==> config.mk <==
export PLATFORM = sky130hd
export DESIGN_NAME = demux_stream
export DESIGN_NICKNAME = d
export VERILOG_FILES = /design/src/rtl/demux_stream.sv
export SDC_FILE = /design/constraint.sdc
export NUM_CORES = 1
export LEC_CHECK = 0
export CORE_MARGIN = 3
export CORE_UTILIZATION = 44
export DETAILED_ROUTE_END_ITERATION = 12
export GPL_TIMING_DRIVEN = 0
export PLACE_DENSITY = 0.78
export SYNTH_ARGS = -nofsm -noshare
export SYNTH_HDL_FRONTEND = slang
export SYNTH_SLANG_ARGS = --single-unit
==> constraint.sdc <==
create_clock -name clk -period 2.5 [get_ports clk]
set_clock_uncertainty 0.2 [all_clocks]
set_input_delay 0.5 -clock clk [delete_from_list [all_inputs] [get_ports clk]]
set_output_delay 0.5 -clock clk [all_outputs]
set_load 0.01 [all_outputs]
==> src/rtl/demux_stream.sv <==
// Registered packet demultiplexer: one valid/ready input stream steered per packet
// to one of 2**sel_bits lanes. Optional broadcast mode is enabled with DEMUX_BCAST_EN.
module demux_stream #(
  parameter int data_bits = 8,
  parameter int sel_bits  = 2
) (
  input  logic                                      clk,
  input  logic                                      rst_n,
  input  logic [data_bits-1:0]                      data_in,
  input  logic                                      in_valid,
  input  logic                                      in_last,
  input  logic [sel_bits-1:0]                       sel,
  output logic                                      in_ready,
  output logic [(2**sel_bits)-1:0][data_bits-1:0]   data_out,
  output logic [(2**sel_bits)-1:0]                  out_valid,
  output logic [(2**sel_bits)-1:0]                  out_last,
  input  logic [(2**sel_bits)-1:0]                  out_ready
`ifdef DEMUX_BCAST_EN
  ,
  input  logic                                      bcast
`endif
);

  localparam int lanes = 2**sel_bits;

  typedef enum logic {
    IDLE,
    BURST
  } state_t;

  state_t               state;
  state_t               state_nxt;
  logic [sel_bits-1:0]  locked_sel;
  logic [sel_bits-1:0]  locked_sel_nxt;
  logic [sel_bits-1:0]  target;
  logic [lanes-1:0]     target_hot;
  logic [lanes-1:0]     lane_free;
  logic [lanes-1:0]     load;
  logic                 bcast_act;
  logic                 accept;

`ifdef DEMUX_BCAST_EN
  logic locked_bcast;
  logic locked_bcast_nxt;

  assign bcast_act = (state == IDLE) ? bcast : locked_bcast;
`else
  assign bcast_act = 1'b0;
`endif

  // The target lane follows sel only until the first beat locks it for the packet.
  always_comb begin
    target        = (state == IDLE) ? sel : locked_sel;
    target_hot    = '0;
    target_hot[target] = 1'b1;
    lane_free     = ~out_valid | out_ready;
    if (!rst_n) begin
      in_ready = 1'b0;
    end else if (bcast_act) begin
      in_ready = &lane_free;
    end else begin
      in_ready = lane_free[target];
    end
    accept = in_valid && in_ready;
    load   = {lanes{accept}} & ({lanes{bcast_act}} | target_hot);
  end

  always_comb begin
    state_nxt      = state;
    locked_sel_nxt = locked_sel;
`ifdef DEMUX_BCAST_EN
    locked_bcast_nxt = locked_bcast;
`endif
    case (state)
      IDLE: begin
        if (accept && !in_last) begin
          state_nxt      = BURST;
          locked_sel_nxt = sel;
`ifdef DEMUX_BCAST_EN
          locked_bcast_nxt = bcast;
`endif
        end
      end
      BURST: begin
        if (accept && in_last) begin
          state_nxt = IDLE;
        end
      end
      default: state_nxt = IDLE;
    endcase
  end

  always_ff @(posedge clk) begin
    if (!rst_n) begin
      state      <= IDLE;
      locked_sel <= '0;
`ifdef DEMUX_BCAST_EN
      locked_bcast <= 1'b0;
`endif
    end else begin
      state      <= state_nxt;
      locked_sel <= locked_sel_nxt;
`ifdef DEMUX_BCAST_EN
      locked_bcast <= locked_bcast_nxt;
`endif
    end
  end

  // A load into a lane takes priority over that lane draining in the same cycle.
  always_ff @(posedge clk) begin
    if (!rst_n) begin
      data_out  <= '0;
      out_valid <= '0;
      out_last  <= '0;
    end else begin
      for (int k = 0; k < lanes; k++) begin
        if (load[k]) begin
          data_out[k]  <= data_in;
          out_last[k]  <= in_last;
          out_valid[k] <= 1'b1;
        end else if (out_ready[k]) begin
          out_valid[k] <= 1'b0;
        end
      end
    end
  end

endmodule
Word-level counts from Yosys, hierarchy flattened

Cells that the tools add are included.

Magnitude comparators: 2
Mux-type cells: 17
Bitwise logic cells: 4
Reductions and logical operators: 10

Operators by type and width:

| operator                                                                            | number |
|---|---|
| 1-bit 2-to-1 mux                                                                    | 13 |
| 2-bit nonzero test                                                                  | 4 |
| 4-bit AND                                                                           | 1 |
| 1-bit logical AND                                                                   | 4 |
| 4-bit inverter                                                                      | 1 |
| 4-bit OR                                                                            | 1 |
| 2-bit by 3-bit < comparator with 1-bit output, second input constant                | 1 |
| 1-bit binary-select mux with 2-bit select                                           | 1 |
| 1-bit demux with 2-bit select                                                       | 1 |
| 2-bit by 1-bit greater-or-equal comparator with 1-bit output, second input constant | 1 |
| 2-bit 2-to-1 mux                                                                    | 1 |
| 1-bit one-hot mux with 2 select lines                                               | 1 |
| 2-bit AND reduction                                                                 | 1 |
| 1-bit logical NOT                                                                   | 1 |
| 1-bit inverter                                                                      | 1 |

Flip-flop bits (word level): 43
Input port bits: 18
Output and inout port bits: 41
Logic and storage cells: 47

Longest topological paths before layout

Depth after elaboration: 9
Depth in mapped cells: 7
Depth with buffers taken out: 5

Worst setup path before layout

No wires, ideal clock.

Path kind: in2out
Start: input port sel[1]
End: output port in_ready
Arrival: 1.573 ns
Data required time: 1.800 ns
Setup slack: 0.227 ns
Stages: 4
Path buffers: 0
Path through: nor2b_1 a32o_1 a222oi_1 and2_1

Word-level cells in the longest chain between the ends: 4

RTL lines:

| what                                      | RTL line | text |
|---|---|---|
| start: declaration                        | 12       | `input logic [sel_bits-1:0] sel,` |
| 2-bit 2-to-1 mux                          | 53       | `target = (state == IDLE) ? sel : locked_sel;` |
| 1-bit binary-select mux with 2-bit select | 62       | `in_ready = lane_free[target];` |
| 1-bit 2-to-1 mux (not written as such)    | 62       |  |
| 1-bit 2-to-1 mux                          | 57       | `if (!rst_n) begin` |
| end: declaration                          | 13       | `output logic in_ready,` |

Every way passes these cells. The select of a mux whose other input is x is not followed.

Worst setup path in the final report

Same ends and word-level chain as after synthesis.

==> impl_metrics.tcl <==
set metrics [dict create \
    yosysSeqAreaShare_pct 51.89 \
    fin_area_um2 2402 \
    wl_mm 4.086 \
    clk_pin_slew_ns 0.07 \
    slew_viol_final 0 \
    initial_core_util_pct 47.48 \
    muxShareOfSynthArea_pct 18.10 \
    vias 1457 \
    place_area_um2 2287 \
    crit_type "in2out" \
    netSwitchingPower_mw 0.3080 \
    grt_pass1_vias 1349 \
    place.detailed.hpwl_mm 2.838 \
    finalSetupTns_ns 0 \
    overflow 0 \
    status "finished clean" \
    rows 21 \
    grt_pass1_wl_mm 6.396 \
    drive_gt1_share_pct 9.504 \
    worstMarginPinSlew_ns 0.5342 \
    cts_htree_levels 2 \
    die_h_um 67.41 \
    top_layer_used "met4" \
    antenna_found_initial 0 \
    hold_violations 0 \
    clkPwrFrac_pct 33.4 \
    period_share_pct 96.28 \
    synthCells 176 \
    avgSynthCellArea_um2 9.427 \
    wire_per_inst_um 14.19 \
    swShare_pct 23.51 \
    synth_compound_area_share_pct 7.315 \
    maxCapViolations 0 \
    synth_top_family_by_area "simple AND/OR/NAND/NOR gates" \
    cp-start-kind "input port" \
    p_seq_share_pct 54.5 \
    ant_nets 0 \
    dieArea_um2 4543 \
    p_int_mw 1.002 \
    pwr_density_cell_nw_per_um2 545.3 \
    drt_pass1_iterations 4 \
    p_leak_nw 0.9822 \
    place_congestion 0.8114 \
    finalNetCount 260 \
    max_freq_ghz 0.4155 \
    cts_tree "yes" \
    die_w_um 67.41 \
    yosys.area_share.adder_pct 0 \
    slew_headroom_pct 64.39 \
    cts_root_buffer "clkbuf_8" \
    grt_max_degree 13 \
    vdd_drop_max_v 0.0004100 \
    finalSetupViolCount 0 \
    diodes 0 \
    wl_met1_mm 1.804 \
    critPathCaptureType "output port" \
    power_frac_comb_pct 12.1 \
    drtIter0Drc 84 \
    netlist_area_um2 1659 \
    hp-class "reg2reg" \
    synthToLayoutAreaGrowth_pct 44.80 \
    io_buffers 57 \
    drc 0 \
    numCtsBuffers 5 \
    io_pins 59 \
    yosys.area_share.xor_xnor_pct 0 \
    yosysUniqueCellTypes 23 \
    syn_nets 194 \
    met2_length_mm 1.887 \
    synthSimpleGateAreaFrac_pct 18.48 \
    worstPathRequired_ns 1.80 \
    cp_max_fo 3 \
    cts.sinks 43 \
    fin_crit_ns 2.407 \
    clk_path_buf_depth 2 \
    synth-seq-cells 43 \
    insertion_delay_ns 0.29 \
    ys_warn_count 0 \
    coreArea_um2 3495 \
    vias_per_cell 5.059 \
    wl_met3_um 337 \
    arrival_ns 1.71 \
    grt_usage_pct 19.40 \
    rsz0062_at_grt "true" \
]
==> placed cells by master, fill, tap and decap left out <==
cell             Yosys  layout
a21oi_1              3       3
a222oi_1             1       1
a22o_1               1       1
a31oi_1              1       1
a32o_1               2       1
a32o_2               0       1
and2_4               0       1
and4_1               2       2
buf_2                2       2
buf_4                1       2
buf_6                1       3
clkbuf_1             7       7
clkbuf_2             0       2
clkbuf_8             0       6
clkdlybuf4s50_1      0      54
clkinv_2             0       1
dfxtp_1             43      40
dfxtp_2              0       3
inv_1                4       4
mux2i_1             30      30
nand2_1             44      44
nand2b_1             2       2
nand3_1             10      10
nand4_1              3       3
nor2_1               3       2
nor2_4               0       1
nor2b_1              4       3
nor2b_2              0       1
o21a_1               1       1
o21ai_0              9       9
o2bb2ai_1            1       1
==> per-stage QoR <==
stage | instances | setup slack (ns) | power (mW) | hold slack, ns | util [%]
6_report | 288 | 0.09303 | 1.310 | 0.2619 | 68.74
5_1_grt | 288 | -0.03723 | 1.362 | 0.2809 | 68.74
3_3_place_gp | 279 | -0.8920 | 0.8832 | 0.2404 | 65.45
3_5_place_dp | 279 | -0.8900 | 0.8841 | 0.2484 | 65.45
2_1_floorplan | 176 | 0.2265 | 0.8028 | 0.2728 | -
4_1_cts | 288 | 0.02706 | 1.315 | 0.2632 | 68.21
==> flip-flops by register name, summed over array words and instances (netlist names), named ones only <==
register	count
locked_sel	2
out_valid	4
data_out	32
out_last	4
==> final cells by class <==
| cell class | count | area [µm²] |
|---|---|---|
| Buffer | 11 | 58.81 |
| Clock buffer | 6 | 82.58 |
| Clock inverter | 1 | 5.005 |
| Fill cell | 283 | 1092 |
| Inverter | 4 | 15.01 |
| Multi-Input combinational cell | 118 | 742.0 |
| Sequential cell | 43 | 864.6 |
| Tap cell | 46 | 57.56 |
| Timing Repair Buffer | 59 | 576.8 |
==> power groups by stage <==
stage / Sequential (mW) / Clock [mW] / Combinational (mW)
after detailed placement: 0.729 / 0 / 0.155
after global placement: 0.729 / 0 / 0.154
after floorplan: 0.736 / 0 / 0.0668
after CTS: 0.713 / 0.447 / 0.155
final: 0.714 / 0.438 / 0.159
after global routing: 0.716 / 0.473 / 0.173
==> worst max-delay path, stage by stage <==
cell and delay, ns:
clkbuf_2 0.13, nor2b_2 0.17, a32o_2 0.22, a222oi_1 0.30
buf_4 0.17, and2_4 0.13, buf_6 0.09
==> Yosys cell counts (all sizes together) <==
master | number | area, µm²
o21ai | 9 | 45.04
a222oi | 1 | 10.01
nor2 | 3 | 11.26
nor2b | 4 | 25.02
nand4 | 3 | 18.77
o2bb2ai | 1 | 8.760
dfxtp | 43 | 860.8
a32o | 2 | 20.02
nand3 | 10 | 50.05
a21oi | 3 | 15.01
and4 | 2 | 17.52
nand2b | 2 | 12.51
o21a | 1 | 7.510
a31oi | 1 | 6.260
a22o | 1 | 8.760
nand2 | 44 | 165.2
and2 | 1 | 6.260
mux2i | 30 | 300.3
inv | 4 | 15.01
buf | 4 | 28.78
clkbuf | 7 | 26.28
==> cells by family (layout without fill, tap and decap cells) <==
kind of cell / count (synthesis) / count (layout)
AND/OR/NAND/NOR: 69 / 69
buffers and inverters: 15 / 81
flip-flops: 43 / 43
AO/OA/AOI/OAI: 19 / 19
multiplexers: 30 / 30
==> final timing paths <==
check,startpoint,end,slack [ns],cells past startpoint
hold reg to reg,data_out[1],data_out[1],0.26,2
hold / removal,data_out[1],data_out[1],0.26,2
setup reg to reg,register,data_out[26],0.35,9
setup / recovery,sel[1],in_ready,0.09,7
==> layer usage <==
metal  global-route usage (%)  up-vias
met3                    7.820        8
met4                    6.835        0
met5                        0        -
met2                    28.96       62
met1                    25.31      658
li1                         -      729
==> repair_timing <==
action,in CTS,in global routing
setup buffers,2,0
gates resized for setup,7,13
setup endpoints to repair,31,1
pin swaps,1,3
hold buffers,0,0
cloned,0,0
(Power assumes the default switching activity.)
